==> config.mk <==
export PLATFORM = sky130hd
export DESIGN_NAME = mcyc_sequencer
export DESIGN_NICKNAME = d
export VERILOG_FILES = /design/src/rtl/mcyc_pkg.sv /design/src/rtl/mcyc_watchdog.sv /design/src/rtl/mcyc_sequencer.sv
export SDC_FILE = /design/constraint.sdc
export NUM_CORES = 1
export LEC_CHECK = 0
export ABC_CLOCK_PERIOD_IN_PS = 4200
export BUFFER_PORTS_ARGS = -buffer_cell sky130_fd_sc_hd__buf_2
export CORE_MARGIN = 2
export CORE_UTILIZATION = 50
export CTS_CLUSTER_SIZE = 20
export DETAILED_ROUTE_END_ITERATION = 10
export GPL_TIMING_DRIVEN = 0
export PLACE_DENSITY_LB_ADDON = 0.15
export SYNTH_ARGS = -nofsm -noshare
export SYNTH_HDL_FRONTEND = slang
export SYNTH_HIERARCHICAL = 1
export SYNTH_SLANG_ARGS = --single-unit
==> constraint.sdc <==
create_clock -name clk -period 4.2 [get_ports clk]
set_input_delay 0.42 -clock clk [delete_from_list [all_inputs] [get_ports clk]]
set_output_delay 0.42 -clock clk [all_outputs]
set_load 0.005 [all_outputs]
==> src/rtl/mcyc_pkg.sv <==
// Shared encodings for the multi-cycle sequencer: state codes, instruction classes
// and exception codes. Optional interrupt support is enabled with MCYC_IRQ_EN.
package mcyc_pkg;

  localparam logic [2:0] ST_T0 = 3'b000;
  localparam logic [2:0] ST_T1 = 3'b001;
  localparam logic [2:0] ST_T2 = 3'b011;
  localparam logic [2:0] ST_T3 = 3'b010;
  localparam logic [2:0] ST_T4 = 3'b110;
  localparam logic [2:0] ST_T5 = 3'b111;
  localparam logic [2:0] ST_TI = 3'b100;

  localparam logic [2:0] CLS_SHORT  = 3'd0;
  localparam logic [2:0] CLS_ALU    = 3'd1;
  localparam logic [2:0] CLS_LOAD   = 3'd2;
  localparam logic [2:0] CLS_BRANCH = 3'd3;
  localparam logic [2:0] CLS_UNIT   = 3'd4;
  localparam logic [2:0] CLS_TRAP   = 3'd5;

  localparam logic [1:0] EXC_INT     = 2'd0;
  localparam logic [1:0] EXC_TRAP    = 2'd1;
  localparam logic [1:0] EXC_ILLEGAL = 2'd2;
  localparam logic [1:0] EXC_TIMEOUT = 2'd3;

  // A single unit still needs a one-bit select port.
  function automatic int sel_width(input int n);
    return (n > 1) ? $clog2(n) : 1;
  endfunction

endpackage

==> src/rtl/mcyc_watchdog.sv <==
// Saturating busy-wait counter for the sequencer; expired flags the all-ones count.
// Interrupt build option MCYC_IRQ_EN does not affect this block.
module mcyc_watchdog #(
  parameter int TIMEOUT_W = 6
) (
  input  logic clk,
  input  logic rst,
  input  logic clr,
  input  logic inc,
  output logic expired
);

  logic [TIMEOUT_W-1:0] r_count;

  always_ff @(posedge clk or posedge rst) begin
    if (rst)
      r_count <= '0;
    else if (clr)
      r_count <= '0;
    else if (inc && !expired)
      r_count <= r_count + TIMEOUT_W'(1);
  end

  assign expired = &r_count;

endmodule

==> src/rtl/mcyc_sequencer.sv <==
// Multi-cycle instruction sequencer (T0..T5 plus interrupt state TI) with unit handshakes.
// Define MCYC_IRQ_EN to add the irq input and the TI interrupt-entry state.
module mcyc_sequencer
  import mcyc_pkg::*;
#(
  parameter int NUM_UNITS = 4,
  parameter int TIMEOUT_W = 6,
  localparam int SEL_W = sel_width(NUM_UNITS)
) (
  input  logic                 clk,
  input  logic                 rst,
  input  logic [2:0]           cls,
  input  logic                 cond_ok,
  input  logic [SEL_W-1:0]     unit_sel,
  input  logic [NUM_UNITS-1:0] unit_busy,
`ifdef MCYC_IRQ_EN
  input  logic                 irq,
`endif
  output logic [2:0]           state,
  output logic                 fetch_en,
  output logic                 pc_inc,
  output logic [NUM_UNITS-1:0] unit_start,
  output logic                 stall,
  output logic                 exception,
  output logic [1:0]           exc_code,
  output logic                 instr_done
);

  logic [2:0] r_state;
  logic [2:0] w_next;
  logic       w_wdClr;
  logic       w_wdInc;
  logic       w_expired;
  logic       w_unitValid;
  logic       w_busy;

  assign w_unitValid = (32'(unit_sel) < 32'(NUM_UNITS));
  assign w_busy      = w_unitValid && unit_busy[unit_sel];
  assign state       = r_state;

  mcyc_watchdog #(.TIMEOUT_W(TIMEOUT_W)) u_watchdog (
    .clk     (clk),
    .rst     (rst),
    .clr     (w_wdClr),
    .inc     (w_wdInc),
    .expired (w_expired)
  );

  always_ff @(posedge clk or posedge rst) begin
    if (rst)
      r_state <= ST_T0;
    else
      r_state <= w_next;
  end

  // Next state and all strobes decode from the current state; instr_done marks completion.
  always_comb begin
    w_next     = ST_T1;
    fetch_en   = 1'b0;
    pc_inc     = 1'b0;
    unit_start = '0;
    stall      = 1'b0;
    exception  = 1'b0;
    exc_code   = EXC_INT;
    instr_done = 1'b0;
    w_wdClr    = 1'b0;
    w_wdInc    = 1'b0;
    case (r_state)
      ST_T0: w_next = ST_T1;
      ST_T1: begin
        fetch_en = 1'b1;
        w_next   = ST_T2;
      end
      ST_T2: begin
        pc_inc  = 1'b1;
        w_wdClr = 1'b1;
        w_next  = ST_T3;
      end
      ST_T3: begin
        case (cls)
          CLS_SHORT: instr_done = 1'b1;
          CLS_ALU, CLS_LOAD: w_next = ST_T4;
          CLS_BRANCH: begin
            if (cond_ok) w_next = ST_T4;
            else         instr_done = 1'b1;
          end
          CLS_UNIT: begin
            w_next = ST_T4;
            if (w_unitValid) begin
              unit_start[unit_sel] = 1'b1;
            end else begin
              exception = 1'b1;
              exc_code  = EXC_ILLEGAL;
            end
          end
          CLS_TRAP: begin
            w_next    = ST_T4;
            exception = 1'b1;
            exc_code  = EXC_TRAP;
          end
          default: begin
            w_next    = ST_T4;
            exception = 1'b1;
            exc_code  = EXC_ILLEGAL;
          end
        endcase
      end
      ST_T4: begin
        case (cls)
          CLS_LOAD, CLS_BRANCH: w_next = ST_T5;
          CLS_UNIT: begin
            if (w_busy) begin
              stall = 1'b1;
              if (w_expired) begin
                exception  = 1'b1;
                exc_code   = EXC_TIMEOUT;
                instr_done = 1'b1;
                w_wdClr    = 1'b1;
              end else begin
                w_next  = ST_T4;
                w_wdInc = 1'b1;
              end
            end else begin
              instr_done = 1'b1;
            end
          end
          default: instr_done = 1'b1;
        endcase
      end
      ST_T5: instr_done = 1'b1;
`ifdef MCYC_IRQ_EN
      ST_TI: begin
        exception = 1'b1;
        exc_code  = EXC_INT;
      end
`endif
      default: w_next = ST_T1;
    endcase
`ifdef MCYC_IRQ_EN
    // A completing-cycle exception outranks the interrupt; irq is retried next boundary.
    if (instr_done && irq && !exception)
      w_next = ST_TI;
`endif
  end

endmodule
### Yosys cells after proc, flatten, opt, wreduce, memory -nomap -nowiden

Cells that the tools add are included.

| storage, ports and cells | value |
|---|---|
| bits in registers | 9 |
| output and inout port bits | 14 |
| input port bits | 12 |

| operators by class | value |
|---|---|
| add/sub/neg operators | 1 |
| equal/unequal tests | 10 |
| $lt $le $gt $ge | 2 |
| mux-type cells | 39 |
| reductions and logical operators | 8 |

Operators with widths:

| kind | count |
|---|---|
| $mux 1 | 17 |
| $eq 3x2->1 const B | 4 |
| $eq 3x3->1 const B | 4 |
| $mux 6 | 2 |
| $pmux 3 s2 | 2 |
| $pmux 3 s4 | 1 |
| $mux 3 | 3 |
| $mux 4 | 2 |
| $pmux 1 s2 | 4 |
| $pmux 2 s2 | 2 |
| $add 6x1->6 const B | 1 |
| $eq 3x1->1 const B | 2 |
| $mux 2 | 3 |
| $reduce_and 6->1 | 1 |
| $reduce_or 5->1 | 1 |
| $logic_not 3->1 | 1 |
| $lt 2x3->1 const B | 1 |
| $pmux 1 s3 | 1 |
| $bmux 1 s2 | 1 |
| $demux 1 s2 | 1 |
| $ge 2x1->1 const B | 1 |
| $logic_and 1x1->1 | 2 |
| $reduce_bool 2->1 | 1 |
| $reduce_or 2->1 | 1 |
| $logic_not 1->1 | 1 |

### Longest topological paths before layout

Gate-level depths: netlist of run 1.

| depth | value |
|---|---|
| depth in word-level cells | 8 |
| mapped depth | 10 |
| gate-level depth less buffers | 9 |

### Modules after synthesis

Netlist of run 1, hierarchy kept.

Modules (own cells, without submodules):

| module | cells an instance | seq. area each (sq um) | area an instance (sq um) | instances |
|---|---|---|---|---|
| mcyc_watchdog | 41 | 150.1 | 372.9 | 1 |
| mcyc_sequencer | 45 | 75.1 | 337.8 | 1 |

### Least setup slack after synthesis of run 1

Ideal clock, no wire load.

| timing path | value |
|---|---|
| path type | input -> register |
| start | in unit_sel[0] |
| end | reg u_watchdog.r_count[0] |
| buffers on the path | 1 |
| cell stages on the path | 7 |
| arrival time | 2.047 ns |
| slack | 2.084 ns |
| setup time | 0.069 ns |
| data required time | 4.131 ns |
| cell sequence | mux4_1 nand3_2 or3_4 o21ai_0 clkbuf_1 or4b_1 nand3_1 |

| on the way | value |
|---|---|
| elaborated cells between the ends (all ways) | 11 |
| classes of those cells | mux: 9; reduce/logical: 2 |

RTL lines:

| element | RTL line | text |
|---|---|---|
| from (decl) | mcyc_sequencer.sv:14 | `input logic [SEL_W-1:0] unit_sel,` |
| $bmux 1 s2 * | mcyc_sequencer.sv:38 | `assign w_busy = w_unitValid && unit_busy[unit_sel];` |
| $mux 1 (implied by the code) * | mcyc_sequencer.sv:38 |  |
| $mux 1 * | mcyc_sequencer.sv:112 | `if (w_busy) begin` |
| $mux 1 * | mcyc_sequencer.sv:109 | `case (cls)` |
| $pmux 1 s2 * | mcyc_sequencer.sv:68 | `case (r_state)` |
| named net w_wdClr | mcyc_sequencer.sv:31 | `logic w_wdClr;` |
| $mux 6 or $reduce_bool 2->1 (tied branches) | -- |  |
| to (signal assigned) | mcyc_watchdog.sv:21 | `r_count <= r_count + TIMEOUT_W'(1);` |
| to (decl) | mcyc_watchdog.sv:13 | `logic [TIMEOUT_W-1:0] r_count;` |

Mark *: on every way through the listed nets, which the timed path passes. The rest lies on a longest branch. The select of a mux whose other input is x is not followed.
A chain may end at the register's enable or synchronous reset.

### Final worst setup path of run 1

| timing path | value |
|---|---|
| start | reg u_watchdog.r_count[0] |
| end | reg u_watchdog.r_count[1] |

| on the way | value |
|---|---|
| elaborated cells between the ends (all ways) | 15 |
| classes of those cells | add/sub: 1; mux: 10; reduce/logical: 4 |

RTL lines:

| element | RTL line | text |
|---|---|---|
| $reduce_and 6->1 * | mcyc_watchdog.sv:24 | `assign expired = &r_count;` |
| named net w_expired | mcyc_sequencer.sv:33 | `logic w_expired;` |
| $mux 1 * | mcyc_sequencer.sv:114 | `if (w_expired) begin` |
| $mux 1 * | mcyc_sequencer.sv:112 |  |
| $mux 1 * | mcyc_sequencer.sv:109 |  |
| $pmux 1 s2 * | mcyc_sequencer.sv:68 |  |
| named net w_wdClr | mcyc_sequencer.sv:31 |  |
| $mux 6 or $reduce_bool 2->1 (tied branches) | -- |  |

Marked as above.

==> qor.json, run 1 <==
{
  "run_status": {
    "status": "finished, final reports clean"
  },
  "critical_path": {
    "crit_path_top_delay_cell": "sky130_fd_sc_hd__dfrtp_1",
    "slowest_delay_ns": 0.44,
    "worst_path_max_fanout": 10,
    "cp_data_required_time_ns": 4.35,
    "critical_path_arrival_ns": 2.60,
    "kind_of_end_point_of_the_critical_path": "flip-flop",
    "critical_path_class": "flip-flop to flip-flop",
    "critical_path_source_type": "flip-flop",
    "crit_chain": "ha_1, nand3_1, inv_1, inv_1, or3_4, o21ai_0, clkbuf_1, nor2b_1, a31oi_1, nand3_1"
  },
  "cts": {
    "clock_tree.buffer_depth": 2,
    "clk_pin_slew_worst_paths_ns": 0.06,
    "clock_tree_from_tritoncts": "built",
    "tritoncts_num_sinks": 9,
    "cts-hold-fix-buffers": 0,
    "cts.htree.levels": 1,
    "cts_inserted_buffers": 3,
    "clock_latency_ns": 0.26,
    "post_cts_setup_bufs": 0,
    "resized_cells_post_cts": 0,
    "cts-root-buf": "sky130_fd_sc_hd__clkbuf_4"
  },
  "sta": {
    "maxClockFrequency_mhz": 407.6,
    "timing.final.hold_violations": 0,
    "final_min_period_over_clock_period_pct": 58.41,
    "final_period_minus_worst_setup_slack_ns": 2.453,
    "setup_viol": 0,
    "fin_worst_skew_ns": 0.003958,
    "setup-tns-final_ns": 0,
    "slew_viol_final": 0,
    "slew_headroom_pct": 72.24,
    "grt_setup_unrepaired": "no",
    "worstMarginPinSlew_ns": 0.4121
  },
  "synthesis": {
    "syn-cell-area_um2": 710.7,
    "synth-edff-count": 0,
    "synth_sequential_area_ratio_pct": 31.69,
    "post_synth_num_cell_types": 31,
    "ys_ff_latch": 9,
    "synth_flop_cell": "sky130_fd_sc_hd__dfrtp_1",
    "ys_warn_count": 6,
    "syn-num-nets": 99,
    "async_reset_ff_share_pct": 100.0,
    "post_synth_inst_count": 86,
    "syn_area_per_cell_um2": 8.264
  },
  "die": {
    "die_x_um": 41.70,
    "floorplan.die.height_um": 41.70,
    "die_area_um2": 1739,
    "floorplan.initialDensity_pct": 53.94,
    "pin_count": 26,
    "fp.coreArea_um2": 1318,
    "placement_rows": 13
  },
  "layout": {
    "utilization_pct": 66.86,
    "antenna_cells_inserted": 0,
    "commonest_non_fill_non_tap_cell_in_the_layout": "sky130_fd_sc_hd__buf_2",
    "area_growth_syn_to_layout_pct": 23.94,
    "final_nets": 129,
    "proportion_of_layout_cells_with_a_drive_suffix_above_1_pct": 29.57,
    "most-common-layout-cells": "25 x sky130_fd_sc_hd__buf_2, 9 x sky130_fd_sc_hd__nand2_1, 9 x sky130_fd_sc_hd__nand3_1, 9 x sky130_fd_sc_hd__dfrtp_1"
  },
  "global_route": {
    "first_global_vias": 663,
    "number_of_antenna_violations_at_the_first_check_in_global_routing": 0,
    "track_usage_pct": 20.36,
    "most_heavily_used_metal_layer_in_global_routing": "met2",
    "groute.layer.met3.usage_pct": 5.217,
    "globalRouteMet1Util_pct": 26.03,
    "global_route_wire_length_before_repair_um": 2780,
    "gr-usage-met2_pct": 32.81,
    "grt_start_max_net_pins": 11,
    "globalRouteOverflowTotal": 0
  },
  "drt": {
    "drt_iter0_markers": 11,
    "drt_first_pass_iters": 4,
    "post-route-drc-count": 0,
    "drt.antenna.violating_nets": 0,
    "viasPerCell": 5.931,
    "totalWireLength_um": 1620,
    "wl_per_cell_um": 12.46,
    "via_count": 771
  },
  "run": {
    "drv_cap": 0
  },
  "power": {
    "power_per_cell_area_nw_per_um2": 390.6,
    "p_leak_nw": 0.4550,
    "peakVddDrop_uv": 202.1
  },
  "placement": {
    "port-buffer-count": 25,
    "gp_congestion": 0.7710,
    "hpwl_um": 1256
  },
  "min_path": {
    "hp-class": "primary input to asynchronous set/reset pin"
  }
}
-- worst paths after layout --
path / slack (ns) / cells after the start / start / to
min reg2reg: 0.53 / 1 / state[1] / state[0]
max reg2reg: 1.75 / 10 / u_watchdog/r_count[0] / u_watchdog/r_count[1]
max: 1.75 / 10 / u_watchdog/r_count[0] / u_watchdog/r_count[1]
min: 0.02 / 2 / rst / state[1]
min in group clk: 0.53 / 1 / state[1] / state[0]
max in group asynchronous: 3.94 / 2 / rst / u_watchdog/r_count[4]
-- stage by stage --
stage	setup slack, ns	cell area, um2	hold slack, ns	power (mW)	std cells
after floorplan	2.084	710.7	0.1736	0.2211	86
after global placement	1.823	854.6	0.2941	0.2778	126
after detailed placement	1.757	854.6	0.3032	0.2817	126
after CTS	1.759	880.8	0.01948	0.3493	130
after global routing	1.535	880.8	0.03420	0.3761	130
final	1.747	880.8	0.02253	0.3440	130
-- area by class of cell --
type | count | area (um2)
clock buffer | 4 | 26.28
fill | 125 | 436.7
timing repair buffer | 25 | 125.1
buffer | 2 | 7.507
inverter | 6 | 22.52
multi-input combinational | 69 | 455.4
tap | 15 | 18.77
sequential | 9 | 225.2
-- sequential cells by signal, summed over array words and instances, names as in the netlist --
name and count:
state 3, u_watchdog/r_count 6
-- worst max-delay path, delay by kind of cell (launching register included) --
kind	cells	cell delay, ns
AO/OA/AOI/OAI	2	0.27
buffers and inverters	3	0.55
flip-flops	1	0.44
adder cells (fa/ha/maj)	1	0.33
AND/OR/NAND/NOR	4	0.74
-- Yosys cell counts (all sizes together), types with 3 or more instances --
| library cell | count | share of area, % |
|---|---|---|
| a31oi | 4 | 3.5 |
| dfrtp | 9 | 32 |
| inv | 6 | 3.2 |
| nand2 | 10 | 5.6 |
| nand3 | 11 | 9.2 |
| nor2 | 6 | 3.2 |
| nor3 | 4 | 2.8 |
| nor3b | 4 | 4.2 |
| o21ai | 3 | 2.1 |
-- cell families after synthesis --
logic type	count (synthesis)	share of synthesized area [%]
buffers and inverters	8	4.226
AND/OR/NAND/NOR	49	41.55
AO/OA/AOI/OAI	18	17.08
multiplexers	1	3.698
adder cells (fa/ha/maj)	1	1.760
flip-flops	9	31.69
-- per-layer routing --
metal	up-vias	share of wire (%)	wire, um
li1	380	-	-
met3	2	6.6	107
met1	357	45	734
met4	0	0.86	14
met2	32	47	763
met5	-	0	0
-- report_power, final --
part / total [mW] / internal [mW] / switching [mW]
clock network: 0.0665 / 0.0366 / 0.0299
registers: 0.127 / 0.103 / 0.0241
logic: 0.150 / 0.0696 / 0.0808
total: 0.344 / 0.209 / 0.135
Note: power is estimated with default switching activity, not from simulation.
==> run 2: changes to the inputs <==
--- a/config.mk
+++ b/config.mk
@@ -5,10 +5,10 @@
 export SDC_FILE = /design/constraint.sdc
 export NUM_CORES = 1
 export LEC_CHECK = 0
-export ABC_CLOCK_PERIOD_IN_PS = 4200
+export ABC_CLOCK_PERIOD_IN_PS = 2300
 export BUFFER_PORTS_ARGS = -buffer_cell sky130_fd_sc_hd__buf_2
 export CORE_MARGIN = 2
-export CORE_UTILIZATION = 50
+export CORE_UTILIZATION = 47
 export CTS_CLUSTER_SIZE = 20
 export DETAILED_ROUTE_END_ITERATION = 10
 export GPL_TIMING_DRIVEN = 0
==> constraint.sdc (replaced) <==
create_clock -name clk -period 2.3 [get_ports clk]
set_input_delay 0.23 -clock clk [delete_from_list [all_inputs] [get_ports clk]]
set_output_delay 0.23 -clock clk [all_outputs]
set_load 0.005 [all_outputs]
==> run 2 against run 1 <==
Against the previous run: global-route usage increased by 1.4 points; clock skew increased by 0.0047 ns; critical path depth unchanged; critical path type unchanged; largest power group unchanged; highest routed layer unchanged.
==> qor.json, run 2 (synthesis gave the netlist of run 1 again) <==
{
  "run_status": {
    "status": "finished, final reports clean"
  },
  "critical_path": {
    "slowest_delay_ns": 0.52,
    "worst_r2r_path_depth": 10,
    "r2r_end": "u_watchdog/r_count[0]",
    "critical_path_arrival_ns": 2.34,
    "kind_of_end_point_of_the_critical_path": "flip-flop",
    "wp_buf_inv": 4,
    "crit_path_depth": 10,
    "critical_path_class": "flip-flop to flip-flop",
    "worst_path_max_fanout": 7,
    "crit_chain": "ha_4, nand3_1, inv_1, inv_1, or3_4, o21ai_0, buf_4, buf_4, or4b_1, nand3_1",
    "cp_data_required_time_ns": 2.49,
    "critical_path_source_type": "flip-flop",
    "r2r_setup_slack_ns": 0.15,
    "crit_path_start": "u_watchdog/r_count[0]",
    "critPathTopFamily": "simple AND/OR/NAND/NOR gates",
    "regToRegStartpoint": "u_watchdog/r_count[0]",
    "crit_path_top_delay_cell": "sky130_fd_sc_hd__or4b_1",
    "endpoint": "u_watchdog/r_count[0]"
  },
  "die": {
    "pin_count": 26,
    "placement_rows": 14,
    "floorplan.die.height_um": 42.89,
    "die_area_um2": 1839,
    "die_x_um": 42.89,
    "floorplan.initialDensity_pct": 48.88,
    "fp.coreArea_um2": 1454
  },
  "cts": {
    "cts_inserted_buffers": 3,
    "clock_latency_ns": 0.27,
    "clock_tree.buffer_depth": 2,
    "cts-root-buf": "sky130_fd_sc_hd__clkbuf_4",
    "clk_pin_slew_worst_paths_ns": 0.07,
    "clock_tree_from_tritoncts": "built",
    "cts.htree.levels": 1,
    "tritoncts_num_sinks": 9
  },
  "power": {
    "clock_power_share_pct": 17.9,
    "internal_power_mw": 0.4162,
    "swShare_pct": 39.59,
    "p_leak_nw": 0.4653,
    "net-switching-power_mw": 0.2727,
    "peakVddDrop_uv": 347.7,
    "power.sequential.fraction_pct": 34.9,
    "power_per_cell_area_nw_per_um2": 744.0,
    "power.combinational.fraction_pct": 47.2
  },
  "layout": {
    "proportion_of_layout_cells_with_a_drive_suffix_above_1_pct": 36.75,
    "postLayoutCellArea_um2": 925.9,
    "final_nets": 131,
    "most-common-layout-cells": "25 x sky130_fd_sc_hd__buf_2, 9 x sky130_fd_sc_hd__nand2_1, 9 x sky130_fd_sc_hd__nand3_1, 6 x sky130_fd_sc_hd__inv_1, 6 x sky130_fd_sc_hd__nor2_1",
    "commonest_non_fill_non_tap_cell_in_the_layout": "sky130_fd_sc_hd__buf_2",
    "antenna_cells_inserted": 0,
    "utilization_pct": 63.68,
    "post_layout_nonfiller_instances": 133,
    "regMostFlops": "u_watchdog/r_count",
    "largest_register_ff_count": 6,
    "area_growth_syn_to_layout_pct": 30.28
  },
  "drt": {
    "met1_length_um": 769,
    "via_count": 793,
    "highest_layer": "met4",
    "viasPerCell": 5.962,
    "post-route-drc-count": 0,
    "wl_per_cell_um": 13.17,
    "drt_first_pass_iters": 4,
    "drt.antenna.violating_nets": 0,
    "totalWireLength_um": 1752,
    "dr_wl_met3_um": 67,
    "drt_iter0_markers": 11,
    "dr_wl_met2_um": 899
  },
  "sta": {
    "slew_viol_final": 0,
    "final_period_minus_worst_setup_slack_ns": 2.149,
    "setup_viol": 0,
    "slew_headroom_pct": 73.25,
    "setup-tns-final_ns": 0,
    "timing.final.ws_setup_ns": 0.1514,
    "fin_worst_skew_ns": 0.008617,
    "timing.final.hold_violations": 0,
    "final_min_period_over_clock_period_pct": 93.42,
    "grt_setup_unrepaired": "no",
    "worstMarginPinSlew_ns": 0.3971,
    "maxClockFrequency_mhz": 465.4
  },
  "min_path": {
    "hp-class": "primary input to asynchronous set/reset pin"
  },
  "placement": {
    "port-buffer-count": 25,
    "hpwl_um": 1293,
    "place_worst_setup_slack_ns": -0.1459,
    "gp_congestion": 0.8022,
    "placed_cell_area_um2": 855.8,
    "placed_cells": 127
  },
  "global_route": {
    "global_route_wire_length_before_repair_um": 3056,
    "first_global_vias": 723,
    "track_usage_pct": 21.77,
    "number_of_antenna_violations_at_the_first_check_in_global_routing": 0,
    "globalRouteOverflowTotal": 0,
    "grt_start_max_net_pins": 12
  },
  "run": {
    "drv_cap": 0
  }
}
run 2: cell count changes in the layout (fill, tap and decap cells not counted), sizes merged:
| cell | change |
|---|---|
| dlygate4sd3 | +1 |
| clkinv | +1 |
| buf | +3 |
| clkbuf | -3 |
run 2: stage by stage:
stage | hold slack (ns) | power [mW]
global route | 0.3826 | 0.7451
finish | 0.3767 | 0.6889
global placement | 0.1061 | 0.5093
CTS | 0.3707 | 0.6514
floorplan | -0.01636 | 0.4037
detailed placement | 0.1093 | 0.5202
run 2: final cells by class:
class | count | area [um2]
Fill cell | 134 | 528.0
Multi-Input combinational cell | 69 | 467.9
Sequential cell | 9 | 230.2
Timing Repair Buffer | 28 | 150.1
Clock buffer | 3 | 22.52
Inverter | 6 | 22.52
Tap cell | 16 | 20.02
Buffer | 1 | 7.507
Clock inverter | 1 | 5.005
run 2: repair_timing:
item | CTS | global route
endpoints found under the hold margin | 9 | 0
hold buffers | 1 | 0
gates resized for setup | 2 | 8
setup buffers | 0 | 2
endpoints found under the setup margin | 5 | 3
run 2: worst reg2reg max path, cell delays in order, from the launching register on:
cell and delay (ns):
sky130_fd_sc_hd__dfrtp_2 0.46, sky130_fd_sc_hd__ha_4 0.21, sky130_fd_sc_hd__nand3_1 0.11, sky130_fd_sc_hd__inv_1 0.10, sky130_fd_sc_hd__inv_1 0.06, sky130_fd_sc_hd__or3_4 0.12, sky130_fd_sc_hd__o21ai_0 0.08, sky130_fd_sc_hd__buf_4 0.16
sky130_fd_sc_hd__buf_4 0.14, sky130_fd_sc_hd__or4b_1 0.52, sky130_fd_sc_hd__nand3_1 0.11
run 2: routing by layer:
layer	vias to the layer above	track usage (%)
met2	20	34.55
li1	383	-
met3	4	4.681
met1	386	27.73
met4	0	10.63
met5	-	0
run 2: power groups by stage:
stage               logic, mW  clock network [mW]  registers [mW]
floorplan               0.172                   0           0.232
global placement        0.274                   0           0.236
detailed placement      0.280                   0           0.240
CTS                     0.286               0.129           0.237
global route            0.361               0.139           0.244
finish                  0.325               0.123           0.241
run 2: worst min path at each step:
stage	end	slack, ns
final	state[1]	0.38
after global routing	state[1]	0.38
after CTS	state[1]	0.37
after detailed placement	state[1]	0.11
after global placement	state[2]	0.11
after floorplan	state[0]	-0.02
